File: src/rtl/xt_bus_pkg.sv
// Shared bus-slave definitions: FSM states, register map and FIFO_STAT byte layout.
// Imported by every block that decodes the slave register window.
package xt_bus_pkg;

  typedef enum logic [1:0] {
    ST_IDLE = 2'd0,
    ST_WAIT = 2'd1,
    ST_ACK  = 2'd2
  } wb_state_t;

  localparam logic [7:0] ADR_CTRL      = 8'h00;
  localparam logic [7:0] ADR_STATUS    = 8'h01;
  localparam logic [7:0] ADR_DATA      = 8'h02;
  localparam logic [7:0] ADR_FIFO_STAT = 8'h03;
  localparam logic [7:0] ADR_SCRATCH   = 8'h04;
  localparam int         NUM_SCRATCH   = 4;

  function automatic logic [7:0] pack_fifo_stat(input logic       ovf,
                                                input logic [2:0] cnt,
                                                input logic       full,
                                                input logic       empty);
    return {ovf, cnt, 2'b00, full, empty};
  endfunction

endpackage

File: src/rtl/wb_rx_fifo.sv
// Receive FIFO: push/pop take effect at the clock edge, head data is combinational.
// Push while full is refused unless a pop happens in the same cycle; pop on empty is ignored.
module wb_rx_fifo #(
  parameter int DEPTH = 4,
  parameter int WIDTH = 8
) (
  input  logic                       clk,
  input  logic                       rst_n,
  input  logic                       push,
  input  logic [WIDTH-1:0]           push_dat,
  input  logic                       pop,
  output logic [WIDTH-1:0]           pop_dat,
  output logic [$clog2(DEPTH+1)-1:0] count,
  output logic                       full,
  output logic                       empty
);

  localparam int AW = (DEPTH > 1) ? $clog2(DEPTH) : 1;
  localparam int CW = $clog2(DEPTH + 1);

  logic [WIDTH-1:0] mem [DEPTH];
  logic [AW-1:0]    wr_ptr;
  logic [AW-1:0]    rd_ptr;
  logic             do_push;
  logic             do_pop;

  function automatic logic [AW-1:0] ptr_inc(input logic [AW-1:0] p);
    return (p == AW'(DEPTH - 1)) ? '0 : p + 1'b1;
  endfunction

  assign empty   = (count == '0);
  assign full    = (count == CW'(DEPTH));
  assign do_pop  = pop & ~empty;
  // When full, a simultaneous pop frees the head slot, which is exactly where wr_ptr points.
  assign do_push = push & (~full | do_pop);
  assign pop_dat = mem[rd_ptr];

  always_ff @(posedge clk) begin
    if (!rst_n) begin
      wr_ptr <= '0;
      rd_ptr <= '0;
      count  <= '0;
    end else begin
      if (do_push) wr_ptr <= ptr_inc(wr_ptr);
      if (do_pop)  rd_ptr <= ptr_inc(rd_ptr);
      case ({do_push, do_pop})
        2'b10:   count <= count + 1'b1;
        2'b01:   count <= count - 1'b1;
        default: count <= count;
      endcase
    end
  end

  always_ff @(posedge clk) begin
    if (do_push) mem[wr_ptr] <= push_dat;
  end

endmodule

File: src/rtl/wishbone_slave_regs.sv
// Wishbone classic register slave with RX FIFO; ack WAIT_STATES+1 cycles after stb is sampled.
// Master holds cyc/stb until ack; dropping them before ack aborts with no side effect.
module wishbone_slave_regs
  import xt_bus_pkg::*;
#(
  parameter int PORT_SIZE   = 8,
  parameter int WAIT_STATES = 1,
  parameter int FIFO_DEPTH  = 4
) (
  input  logic                 wb_clk_i,
  input  logic                 wb_rst_i,
  input  logic                 wb_cyc_i,
  input  logic                 wb_stb_i,
  input  logic                 wb_we_i,
  input  logic [PORT_SIZE-1:0] wb_adr_i,
  input  logic [PORT_SIZE-1:0] wb_dat_i,
  output logic [PORT_SIZE-1:0] wb_dat_o,
  output logic                 wb_ack_o,
  output logic [7:0]           ctrl_o,
  input  logic [7:0]           status_i,
  input  logic                 dev_push_i,
  input  logic [7:0]           dev_data_i,
  output logic                 fifo_full_o,
  output logic                 irq_o
);

  localparam int         CW      = $clog2(FIFO_DEPTH + 1);
  localparam logic [1:0] WS_LOAD = (WAIT_STATES > 0) ? 2'(WAIT_STATES - 1) : 2'd0;

  wb_state_t     state_q;
  wb_state_t     state_d;
  logic [1:0]    wait_cnt_q;
  logic [1:0]    wait_cnt_d;
  logic          load_dat;
  logic          req;
  logic          commit_wr;

  logic [7:0]    ctrl_q;
  logic [7:0]    scratch_q [NUM_SCRATCH];
  logic          ovf_q;

  logic          hit_ctrl;
  logic          hit_status;
  logic          hit_data;
  logic          hit_fstat;
  logic          hit_scratch;
  logic [7:0]    rd_byte;
  logic [7:0]    wr_byte;

  logic          fifo_pop;
  logic [7:0]    fifo_dat;
  logic [CW-1:0] fifo_count;
  logic          fifo_full;
  logic          fifo_empty;
  logic [2:0]    stat_cnt;

  assign req         = wb_cyc_i & wb_stb_i;
  assign hit_ctrl    = (wb_adr_i == PORT_SIZE'(ADR_CTRL));
  assign hit_status  = (wb_adr_i == PORT_SIZE'(ADR_STATUS));
  assign hit_data    = (wb_adr_i == PORT_SIZE'(ADR_DATA));
  assign hit_fstat   = (wb_adr_i == PORT_SIZE'(ADR_FIFO_STAT));
  assign hit_scratch = ((wb_adr_i >> 2) == PORT_SIZE'(ADR_SCRATCH >> 2));
  assign wr_byte     = wb_dat_i[7:0];
  assign stat_cnt    = 3'(fifo_count);

  always_ff @(posedge wb_clk_i) begin
    if (!wb_rst_i) begin
      state_q    <= ST_IDLE;
      wait_cnt_q <= 2'd0;
    end else begin
      state_q    <= state_d;
      wait_cnt_q <= wait_cnt_d;
    end
  end

  always_comb begin
    state_d    = state_q;
    wait_cnt_d = wait_cnt_q;
    load_dat   = 1'b0;
    unique case (state_q)
      ST_IDLE: begin
        if (req) begin
          if (WAIT_STATES == 0) begin
            state_d  = ST_ACK;
            load_dat = 1'b1;
          end else begin
            state_d    = ST_WAIT;
            wait_cnt_d = WS_LOAD;
          end
        end
      end
      ST_WAIT: begin
        if (!req) begin
          state_d = ST_IDLE;
        end else if (wait_cnt_q == 2'd0) begin
          state_d  = ST_ACK;
          load_dat = 1'b1;
        end else begin
          wait_cnt_d = wait_cnt_q - 2'd1;
        end
      end
      ST_ACK:  state_d = ST_IDLE;
      default: state_d = ST_IDLE;
    endcase
  end

  always_comb begin
    rd_byte = 8'h00;
    if (hit_ctrl)         rd_byte = ctrl_q;
    else if (hit_status)  rd_byte = status_i;
    else if (hit_data)    rd_byte = fifo_empty ? 8'h00 : fifo_dat;
    else if (hit_fstat)   rd_byte = pack_fifo_stat(ovf_q, stat_cnt, fifo_full, fifo_empty);
    else if (hit_scratch) rd_byte = scratch_q[wb_adr_i[1:0]];
  end

  // All register side effects happen only on the edge that closes a visible ack.
  assign wb_ack_o  = (state_q == ST_ACK) & req;
  assign commit_wr = wb_ack_o & wb_we_i;
  assign fifo_pop  = wb_ack_o & ~wb_we_i & hit_data;

  always_ff @(posedge wb_clk_i) begin
    if (!wb_rst_i) begin
      wb_dat_o <= '0;
      ctrl_q   <= 8'h00;
      ovf_q    <= 1'b0;
      for (int i = 0; i < NUM_SCRATCH; i++) scratch_q[i] <= 8'h00;
    end else begin
      if (load_dat)                 wb_dat_o                   <= PORT_SIZE'(rd_byte);
      if (commit_wr && hit_ctrl)    ctrl_q                     <= wr_byte;
      if (commit_wr && hit_scratch) scratch_q[wb_adr_i[1:0]]   <= wr_byte;
      if (commit_wr && hit_fstat && wr_byte[7]) ovf_q <= 1'b0;
      // A dropped byte in the same cycle as a clear still leaves ovf set.
      if (dev_push_i && fifo_full && !fifo_pop) ovf_q <= 1'b1;
    end
  end

  wb_rx_fifo #(
    .DEPTH (FIFO_DEPTH),
    .WIDTH (8)
  ) u_rx_fifo (
    .clk      (wb_clk_i),
    .rst_n    (wb_rst_i),
    .push     (dev_push_i),
    .push_dat (dev_data_i),
    .pop      (fifo_pop),
    .pop_dat  (fifo_dat),
    .count    (fifo_count),
    .full     (fifo_full),
    .empty    (fifo_empty)
  );

  assign ctrl_o      = ctrl_q;
  assign fifo_full_o = fifo_full;
  assign irq_o       = (ctrl_q[0] & ~fifo_empty) | (ctrl_q[1] & ovf_q);

endmodule

File: config.mk
export PLATFORM = sky130hd
export DESIGN_NAME = wishbone_slave_regs
export DESIGN_NICKNAME = d
export VERILOG_FILES = /design/src/rtl/xt_bus_pkg.sv /design/src/rtl/wb_rx_fifo.sv /design/src/rtl/wishbone_slave_regs.sv
export SDC_FILE = /design/constraint.sdc
export NUM_CORES = 1
export LEC_CHECK = 0
export BUFFER_PORTS_ARGS = -buffer_cell sky130_fd_sc_hd__clkbuf_2
export CORE_ASPECT_RATIO = 0.9
export CORE_MARGIN = 1.5
export CORE_UTILIZATION = 30
export CTS_CLUSTER_DIAMETER = 60
export DETAILED_ROUTE_END_ITERATION = 16
export SLEW_MARGIN = 30
export SYNTH_ARGS = -nofsm -noshare
export SYNTH_HDL_FRONTEND = slang
export SYNTH_SLANG_ARGS = --single-unit
export TNS_END_PERCENT = 50
File: constraint.sdc
create_clock -name wb_clk_i -period 3.38 [get_ports wb_clk_i]
set_input_delay 0.169 -clock wb_clk_i [delete_from_list [all_inputs] [get_ports wb_clk_i]]
set_output_delay 0.169 -clock wb_clk_i [all_outputs]
set_load 0.01 [all_outputs]
==> impl_metrics.csv <==
group,metric,value,unit
die,die_w,130,um
synth,synth_flop_cell,"edfxtp_1",
clock_tree,postCtsHoldBufs,0,
placed_design,dp_slack,0.736,ns
timing,slew_headroom,0.494,
worst_setup_path,cp.arrival,2.25,ns
flow_run,maxCapViolations,0,
synth,synth-seq-cells,94,
global_routing,grt_max_degree,26,
die,rows,41,
global_routing,grt_pass1_wl,16500,um
clock_tree,cts_tree,"done",
timing,drv_slew,0,
global_routing,grt_overflow,0,
timing,hold_violations,0,
synth,syn_inst,354,
final_layout,syn2layout_area_growth,18.7,%
timing,rsz0062_at_grt,"false",
die,die_h,117,um
final_layout,layout-drive-gt1-share,0.258,
final_layout,fin_area,0.00516,mm2
synth,synthArstFlopShare,0,
clock_tree,postCtsSetupBuffers,0,
final_layout,multi_input_area,0.00168,mm2
routing,ant_nets,0,
global_routing,grt_pass1_vias,2947,
global_routing,grt_use_total,0.149,
timing,tns,0,ns
pwr,leakage,1.91,nW
die,die_area,0.0152,mm2
routing,drt_iter0_drc,155,
worst_setup_path,required,3.38,ns
timing,fin_crit,2.25,ns
routing,drtPass1Iterations,4,
global_routing,grt_antenna_before_repair,0,
clock_tree,htree_levels,3,
synth,netlist_area,0.00435,mm2
timing,finalSetupViolCount,0,
clock_tree,cts_sinks,94,
placed_design,placed_area,0.00484,mm2
die,io_pins,57,
placed_design,port_buffers,56,
routing,wl_per_cell,17.1,um
clock_tree,cts_buffers,9,
pwr,peakVddDrop,0.000250,V
synth,yosysUniqueCellTypes,52,
worst_setup_path,end_kind,"flip-flop",
routing,drc,0,
timing,finalCritPeriodShare,0.666,
synth,seq_area_frac_synth,0.580,
worst_setup_path,path_class,"primary input to flip-flop",
final_layout,final_util,0.366,
clock_tree,cts_resized,0,
hold_path,hold_class,"primary input to flip-flop",
worst_setup_path,start_kind,"primary input",
clock_tree,clockRootBuffer,"clkbuf_16",
timing,max_freq,444,MHz
pwr,powerDensity,492,mW/mm2
clock_tree,clkLatencyLatePin,0.34,ns
die,start_util,0.308,
synth,yosysWarnings,0,
die,core,0.0141,mm2
run_status,outcome,"finished, final reports clean",
placed_design,gp_congestion,0.837,
timing,tightest_slew,0.758,ns
synth,syn_nets,399,
timing,skew,0.00731,ns
final_layout,fill_cells,1377,
worst_setup_path,crit_fanout,24,
routing,viasPerCell,4.84,
timing,worst_slack,1.13,ns
synth,syn_area_per_cell,12.3,um2
synth,synth_edf_count,64,
pwr,power,2.54,mW
routing,wl,10400,um
clock_tree,clk_pin_slew_worst_paths,0.07,ns
clock_tree,clockBufferDepth,2,
final_layout,diodes,0,
final_layout,seq_area,0.00252,mm2
placed_design,dp_hpwl,7760,um
routing,dr_total_vias,2945,
final_layout,nets,455,
-- power by group --
group	switching (mW)	leakage (nW)	internal, mW
sequential	0.0148	0.860	1.27
combinational	0.104	0.892	0.0688
clock	0.436	0.157	0.655
-- layout by cell type (no fill, tap or decap), drive strengths merged, types with 3 or more instances in the layout --
cell    instances
a221oi          6
a22o            3
a22oi           4
buf             9
mux4           13
ha              6
nor3           12
clkinv          4
nor2           20
o21ai          25
dfxtp          30
a21oi          14
inv            12
edfxtp         64
and2           37
o21bai          5
nand3          12
mux2i          13
clkbuf         66
nand2          28
-- per-layer routing --
metal / vias up / track usage / wire, um
met3: 10 / 0.0341 / 575
met2: 72 / 0.236 / 4770
met5: - / 0 / 0
met1: 1437 / 0.203 / 4940
li1: 1426 / - / -
met4: 0 / 0.0459 / 138
-- Yosys cell counts, drive strengths merged (2+ instances only) --
| master | n | area share |
|---|---|---|
| a21oi | 14 | 0.016 |
| mux2 | 2 | 0.0052 |
| nand3 | 12 | 0.014 |
| inv | 11 | 0.0095 |
| nand3b | 2 | 0.0035 |
| o21bai | 5 | 0.0086 |
| o31ai | 2 | 0.0035 |
| nand2 | 28 | 0.024 |
| and2 | 37 | 0.053 |
| nor2 | 20 | 0.021 |
| buf | 10 | 0.014 |
| mux4 | 13 | 0.067 |
| edfxtp | 64 | 0.44 |
| clkbuf | 10 | 0.0086 |
| nor3 | 12 | 0.020 |
| ha | 6 | 0.017 |
| a221oi | 6 | 0.014 |
| a22oi | 4 | 0.0069 |
| a22o | 3 | 0.0060 |
| dfxtp | 30 | 0.14 |
| nand2b | 2 | 0.0029 |
| o21ai | 25 | 0.029 |
| mux2i | 13 | 0.030 |
| or4 | 2 | 0.0052 |
-- area by class of cell --
| cell class | count | area share |
|---|---|---|
| clock buffer | 10 | 0.0443 |
| clock inverter | 6 | 0.0184 |
| inverter | 12 | 0.00872 |
| multi-input combinational | 228 | 0.326 |
| sequential | 94 | 0.488 |
| tap | 193 | 0.0468 |
| timing repair buffer | 65 | 0.0673 |
-- path summary, 6_finish.rpt --
kind,from,endpoint,slack [ns],cells after the start
worst max register to register,u_rx_fifo.count[2],u_rx_fifo.count[1],1.30,6
worst max-delay path,wb_adr_i[2],u_rx_fifo.mem[1][2],1.13,5
worst min register to register,wb_dat_o[3],wb_dat_o[3],0.49,2
worst min-delay path,dev_data_i[1],u_rx_fifo.mem[2][1],0.06,1
-- sequential cells by signal, indices dropped and copies added (netlist names), named ones only --
register          flops
ctrl_o                8
ovf_q                 1
scratch_q            32
state_q               2
u_rx_fifo.count       3
u_rx_fifo.mem        32
u_rx_fifo.rd_ptr      2
u_rx_fifo.wr_ptr      2
wait_cnt_q            2
wb_dat_o              8
-- through the flow --
stage          std cells  hold slack (ns)
2_1_floorplan        354            0.268
3_3_place_gp         592            0.406
3_5_place_dp         592            0.411
4_1_cts              608           0.0521
5_1_grt              608           0.0602
6_report             608           0.0566
-- critical path: stages --
cell      delay (ns)
clkbuf_2        0.28
or4b_1          0.65
nor4_2          0.32
o21a_1          0.39
and2_1          0.43
-- kinds of logic (layout without fill, tap and decap cells) --
| group | count (synthesis) | count (layout) | share of synthesized area |
|---|---|---|---|
| buf+inv | 32 | 93 | 0.0331 |
| fa+ha+maj | 7 | 7 | 0.0219 |
| simple gates | 124 | 124 | 0.160 |
| mux | 28 | 28 | 0.102 |
| flops | 94 | 94 | 0.580 |
| compound gates | 69 | 69 | 0.102 |
Note: power is estimated with default switching activity, not from simulation.
